==> src/rtl/seg7_pkg.sv <==
// Seven-segment pattern table and scan-reader state encoding, shared by the
// decoder and the scan reader so both ends agree on one table.
package seg7_pkg;

    // Active-low segments in [0:6] order: bit 0 = a ... bit 6 = g.
    localparam logic [0:6] SEG_0     = 7'b0000001;
    localparam logic [0:6] SEG_1     = 7'b1001111;
    localparam logic [0:6] SEG_2     = 7'b0010010;
    localparam logic [0:6] SEG_3     = 7'b0000110;
    localparam logic [0:6] SEG_4     = 7'b1001100;
    localparam logic [0:6] SEG_5     = 7'b0100100;
    localparam logic [0:6] SEG_6     = 7'b0100000;
    localparam logic [0:6] SEG_7     = 7'b0001111;
    localparam logic [0:6] SEG_8     = 7'b0000000;
    localparam logic [0:6] SEG_9     = 7'b0000100;
    localparam logic [0:6] SEG_BLANK = 7'b1111111;

    typedef enum logic [1:0] {
        IDLE,
        SETTLE,
        HELD
    } state_e;

    // Forward mapping used on the drive side; BCD values above 9 blank the digit.
    function automatic logic [0:6] bcd_to_seg(input logic [3:0] bcd);
        logic [0:6] seg;
        case (bcd)
            4'd0:    seg = SEG_0;
            4'd1:    seg = SEG_1;
            4'd2:    seg = SEG_2;
            4'd3:    seg = SEG_3;
            4'd4:    seg = SEG_4;
            4'd5:    seg = SEG_5;
            4'd6:    seg = SEG_6;
            4'd7:    seg = SEG_7;
            4'd8:    seg = SEG_8;
            4'd9:    seg = SEG_9;
            default: seg = SEG_BLANK;
        endcase
        return seg;
    endfunction

endpackage

==> src/rtl/seg7_pattern_to_bcd.sv <==
// Combinational inverse of the seven-segment table: pattern -> {valid, blank, bcd}.
module seg7_pattern_to_bcd
    import seg7_pkg::*;
(
    input  logic [0:6] pattern,
    output logic       valid,
    output logic       blank,
    output logic [3:0] bcd
);

    always_comb begin
        valid = 1'b1;
        blank = 1'b0;
        bcd   = 4'd0;
        case (pattern)
            SEG_0: bcd = 4'd0;
            SEG_1: bcd = 4'd1;
            SEG_2: bcd = 4'd2;
            SEG_3: bcd = 4'd3;
            SEG_4: bcd = 4'd4;
            SEG_5: bcd = 4'd5;
            SEG_6: bcd = 4'd6;
            SEG_7: bcd = 4'd7;
            SEG_8: bcd = 4'd8;
            SEG_9: bcd = 4'd9;
            SEG_BLANK: begin
                valid = 1'b0;
                blank = 1'b1;
            end
            default: valid = 1'b0;
        endcase
    end

endmodule

==> src/rtl/seg7_scan_reader.sv <==
// Loopback monitor for a multiplexed seven-segment bus: waits for each digit's
// pattern to settle, decodes it back to BCD and keeps per-digit state.
module seg7_scan_reader
    import seg7_pkg::*;
#(
    parameter int unsigned NUM_DIGITS    = 4,
    parameter int unsigned STABLE_CYCLES = 8
) (
    input  logic                    clk,
    input  logic                    rst,
    input  logic [NUM_DIGITS-1:0]   an_in,
    input  logic [0:6]              seg_in,
    output logic [4*NUM_DIGITS-1:0] digits_out,
    output logic [NUM_DIGITS-1:0]   blank_out,
    output logic [NUM_DIGITS-1:0]   err_out,
    output logic                    commit,
    output logic                    frame_valid
);

    localparam int unsigned SW = NUM_DIGITS + 7;
    localparam int unsigned CW = $clog2(STABLE_CYCLES + 1);
    localparam logic [CW-1:0] CNT_LAST = CW'(STABLE_CYCLES - 1);

    state_e                  state_q, state_d;
    logic [SW-1:0]           s_q, s_d;
    logic [CW-1:0]           cnt_q, cnt_d;
    logic [4*NUM_DIGITS-1:0] digits_q, digits_d;
    logic [NUM_DIGITS-1:0]   blank_q, blank_d;
    logic [NUM_DIGITS-1:0]   err_q, err_d;
    logic [NUM_DIGITS-1:0]   seen_q, seen_d;
    logic                    commit_q, commit_d;
    logic                    frame_q, frame_d;

    logic [SW-1:0]         sample_in;
    logic [NUM_DIGITS-1:0] s_an;
    logic [0:6]            s_seg;
    logic [NUM_DIGITS-1:0] commit_mask;
    logic [NUM_DIGITS-1:0] seen_next;
    logic                  do_commit;
    logic                  pat_valid;
    logic                  pat_blank;
    logic [3:0]            pat_bcd;

    assign sample_in   = {an_in, seg_in};
    assign s_an        = s_q[SW-1:7];
    assign s_seg       = s_q[6:0];
    // s only reaches SETTLE with one anode low, so this is one-hot at commit time.
    assign commit_mask = ~s_an;

    seg7_pattern_to_bcd u_decode (
        .pattern (s_seg),
        .valid   (pat_valid),
        .blank   (pat_blank),
        .bcd     (pat_bcd)
    );

    always_comb begin
        state_d   = state_q;
        s_d       = s_q;
        cnt_d     = cnt_q;
        do_commit = 1'b0;
        if (sample_in != s_q) begin
            s_d     = sample_in;
            cnt_d   = '0;
            state_d = $onehot(~an_in) ? SETTLE : IDLE;
        end else if (state_q == SETTLE) begin
            if (cnt_q == CNT_LAST) begin
                do_commit = 1'b1;
                state_d   = HELD;
            end else begin
                cnt_d = cnt_q + CW'(1);
            end
        end
    end

    always_comb begin
        digits_d  = digits_q;
        blank_d   = blank_q;
        err_d     = err_q;
        seen_d    = seen_q;
        seen_next = seen_q | commit_mask;
        commit_d  = do_commit;
        frame_d   = 1'b0;
        if (do_commit) begin
            for (int i = 0; i < int'(NUM_DIGITS); i++) begin
                if (commit_mask[i]) begin
                    if (pat_valid) begin
                        digits_d[4*i +: 4] = pat_bcd;
                        blank_d[i]         = 1'b0;
                        err_d[i]           = 1'b0;
                    end else if (pat_blank) begin
                        digits_d[4*i +: 4] = 4'd0;
                        blank_d[i]         = 1'b1;
                        err_d[i]           = 1'b0;
                    end else begin
                        err_d[i] = 1'b1;
                    end
                end
            end
            if (&seen_next) begin
                frame_d = 1'b1;
                seen_d  = '0;
            end else begin
                seen_d = seen_next;
            end
        end
    end

    always_ff @(posedge clk) begin
        if (rst) begin
            state_q  <= IDLE;
            s_q      <= '1;
            cnt_q    <= '0;
            digits_q <= '0;
            blank_q  <= '1;
            err_q    <= '0;
            seen_q   <= '0;
            commit_q <= 1'b0;
            frame_q  <= 1'b0;
        end else begin
            state_q  <= state_d;
            s_q      <= s_d;
            cnt_q    <= cnt_d;
            digits_q <= digits_d;
            blank_q  <= blank_d;
            err_q    <= err_d;
            seen_q   <= seen_d;
            commit_q <= commit_d;
            frame_q  <= frame_d;
        end
    end

    assign digits_out  = digits_q;
    assign blank_out   = blank_q;
    assign err_out     = err_q;
    assign commit      = commit_q;
    assign frame_valid = frame_q;

endmodule

==> config.mk <==
export PLATFORM = sky130hd
export DESIGN_NAME = seg7_scan_reader
export DESIGN_NICKNAME = d
export VERILOG_FILES = /design/src/rtl/seg7_pkg.sv /design/src/rtl/seg7_pattern_to_bcd.sv /design/src/rtl/seg7_scan_reader.sv
export SDC_FILE = /design/constraint.sdc
export NUM_CORES = 1
export LEC_CHECK = 0
export BUFFER_PORTS_ARGS = -buffer_cell sky130_fd_sc_hd__buf_2
export CAP_MARGIN = 20
export CORE_AREA = 2 2 83 61
export CTS_CLUSTER_DIAMETER = 60
export CTS_CLUSTER_SIZE = 25
export DETAILED_ROUTE_END_ITERATION = 7
export DIE_AREA = 0 0 85 63
export PLACE_DENSITY_LB_ADDON = 0.3
export SLEW_MARGIN = 20
export SYNTH_ARGS = -nofsm -noshare
export SYNTH_HDL_FRONTEND = slang
export SYNTH_SLANG_ARGS = --single-unit
==> constraint.sdc <==
create_clock -name clk -period 2.8 [get_ports clk]
set_input_delay 0.42 -clock clk [delete_from_list [all_inputs] [get_ports clk]]
set_output_delay 0.42 -clock clk [all_outputs]
set_load 0.02 [all_outputs]
==> results.json <==
{
  "overflow": 0,
  "period_needed_ns": 2.41,
  "postRouteAntennaNets": 0,
  "drcViolationCount": 0,
  "gp_congestion": 0.775,
  "layout.nets": 271,
  "start_kind": "flop",
  "power_frac_seq_pct": 59.5,
  "area_delta_synth_final_pct": 14.0,
  "p_sw_share_pct": 23.6,
  "clkLatencyLatePin_ns": 0.29,
  "slew_headroom_pct": 29.0,
  "critPathMaxStageDelay_ns": 0.69,
  "drt-initial-drc-count": 139,
  "drv_cap": 0,
  "worst-path-buf-inv": 0,
  "final_area_sq_um": 2410,
  "yosys_warnings": 0,
  "irDropWorstVdd_mv": 0.279,
  "power_density_nw_per_um2": 487,
  "vias": 1694,
  "viasPerCell": 5.43,
  "cts_buffers": 5,
  "seq_area_sq_um": 941,
  "status": "finished, final reports clean",
  "cts.repair.resized": 0,
  "wl_met2_mm": 1.69,
  "place_worst_setup_slack_ns": 0.344,
  "rr_endpoint": "digits_out[8]",
  "fmaxAchievable_mhz": 415,
  "synth_top_area_share_pct": 44.6,
  "cp.arrival_ns": 2.64,
  "hold_path_class": "input pin to flop",
  "synth_ff_type": "dfxtp_1",
  "synthArstFlopShare_pct": 0,
  "power.leakage_nw": 0.908,
  "wl_per_cell_um": 14.5,
  "rsz0062_at_grt": "no",
  "crit_required_ns": 3.03,
  "synth_edf_count": 0,
  "p_total_mw": 1.17,
  "reg2reg_slack_ns": 0.39,
  "dieHeight_um": 63,
  "ios": 39,
  "setup.worst_path.class": "flop to flop",
  "clk_pin_slew_worst_paths_ns": 0.08,
  "crit_family": "simple AND/OR/NAND/NOR gates",
  "core_sq_um": 4600,
  "h-tree-depth": 2,
  "detail_route.first_pass.iterations": 4,
  "grt_use_total_pct": 16.7,
  "dpl.hpwl_mm": 3.24,
  "worst-slew-pin-transition_ns": 1.07,
  "hold_ws_ns": 0.341,
  "cts_sinks": 47,
  "die_w_um": 85,
  "comb_power_share_pct": 7.6,
  "fin_ws_ns": 0.391,
  "drv_slew": 0,
  "rows": 21,
  "cp_num_cells": 6,
  "port_buffers": 38,
  "r2r-start": "cnt_q[0]",
  "initial_core_util_pct": 45.9,
  "post-synth-top-area-cell": "dfxtp_1",
  "final-setup-viol-count": 0,
  "synthCells": 220,
  "cts_setup_buffers": 0,
  "intPower_uw": 896,
  "crit_slowest_cell": "or4_4",
  "syn-num-nets": 237,
  "grt_pass1_vias": 1466,
  "met3_length_um": 340,
  "antenna_found_initial": 0,
  "cp-startpoint": "cnt_q[0]",
  "clockBufferDepth": 2,
  "seq_area_frac_synth_pct": 44.6,
  "ctsHoldBuffers": 0,
  "fin_worst_skew_ns": 0.00468,
  "syn_avg_cell_area_sq_um": 9.59,
  "path_cells": "ha_1 > nand2_1 > or3_1 > or4_4 > a211oi_4 > mux2i_1",
  "period_share_pct": 86.0,
  "reg2reg_depth": 6,
  "power.switching_uw": 276,
  "layout-drive-gt1-share_pct": 25.5,
  "dieArea_sq_um": 5360,
  "crit_end": "digits_out[8]",
  "tritoncts": "done",
  "antennaDiodeCount": 0,
  "clkPwrFrac_pct": 33.0,
  "ys_types": 42,
  "ctsRootBufferMaster": "clkbuf_8",
  "grt_max_degree": 44,
  "synth_area_leaders": "dfxtp_1 (45%), xnor2_1 (5.0%), nand2b_1 (4.1%)",
  "routed_wl_mm": 4.52,
  "grt_pass1_wl_mm": 7.18,
  "crit_path_end_kind": "flop",
  "top_layer": "met4",
  "fin_setup_tns_ns": 0,
  "final-hold-violation-count": 0,
  "syn-cell-area_sq_um": 2110,
  "yosys_register_bits": 47,
  "cp_max_fo": 8,
  "wl_met1_mm": 2.45,
  "multi_input_area_sq_um": 1070,
  "postPlaceCellArea_sq_um": 2330,
  "fillers": 418
}
==> cells in the mapped netlist, types with 5 or more instances <==
cell type,count
mux2i_1,5
xnor2_1,12
nand2b_1,14
o22ai_1,10
a21oi_1,13
dfxtp_1,47
o21ai_0,6
inv_1,13
nand3_1,6
clkbuf_1,10
nor2_1,8
nand4_1,6
or2_2,11
nand2_1,9
==> power groups by stage <==
stage,Combinational [mW],Sequential [mW],Clock (mW)
global route,0.0991,0.699,0.419
detailed placement,0.0885,0.713,0
floorplan,0.0723,0.701,0
global placement,0.0873,0.713,0
CTS,0.0891,0.697,0.392
finish,0.0886,0.697,0.387
==> stage by stage <==
stage,cells,utilization [%]
after floorplan,220,-
after global placement,304,50.6
after detailed placement,304,50.6
after CTS,312,52.4
after global routing,312,52.4
final,312,52.4
==> kinds of logic after synthesis <==
| group | share of synthesized area (%) |
|---|---|
| flops | 44.6 |
| buf+inv | 4.86 |
| compound gates | 18.3 |
| mux | 2.37 |
| xor+xnor | 5.39 |
| fa+ha+maj | 2.73 |
| simple gates | 21.8 |
==> worst min path at each step <==
| stage | from | end | depth (start not counted) |
|---|---|---|---|
| floorplan | state_q[1] | state_q[1] | 2 |
| CTS | seg_in[4] | s_q[2] | 2 |
| detailed placement | state_q[1] | state_q[1] | 2 |
| global placement | state_q[1] | state_q[1] | 2 |
| finish | seg_in[4] | s_q[2] | 2 |
| global route | seg_in[0] | s_q[6] | 2 |
==> sequential cells by signal (all words and copies together), names as in the netlist, 2 cells and up <==
register and count:
err_out 4, blank_out 4, state_q 2, digits_out 16, seen_q 4, s_q 11
cnt_q 4
==> layer usage <==
layer | global-route usage (%) | vias to the layer above
met2 | 20.0 | 59
met4 | 4.17 | 0
li1 | - | 851
met5 | 0 | -
met3 | 5.02 | 5
met1 | 27.7 | 779
==> area by class of cell <==
class                      count  area share, %
timing repair buffer          39           8.21
multi-input combinational    148           44.3
inverter                      13           2.03
tap                           57           2.96
clock inverter                 1          0.208
clock buffer                   7           3.17
sequential                    47           39.1
==> cells in the final DEF (no fill, tap or decap), types with 2 or more instances in the layout <==
master	netlist	layout
xnor2_1	12	12
nor2_1	8	8
nand2_1	9	9
o21ai_0	6	6
o22ai_1	10	10
or3_1	4	4
clkbuf_1	10	2
nor2b_1	4	4
nor3_1	3	3
nor4_1	2	2
nand4_1	6	6
ha_1	3	3
o32ai_1	4	4
buf_2	1	38
nor4bb_1	3	3
or2_2	11	11
dfxtp_1	47	47
a21oi_1	13	13
inv_1	13	13
a211oi_4	4	4
clkbuf_8	0	5
o32a_1	4	4
mux2i_1	5	5
nand3_1	6	6
nand2b_1	14	14
No activity file was read; power rests on OpenSTA's default activity.
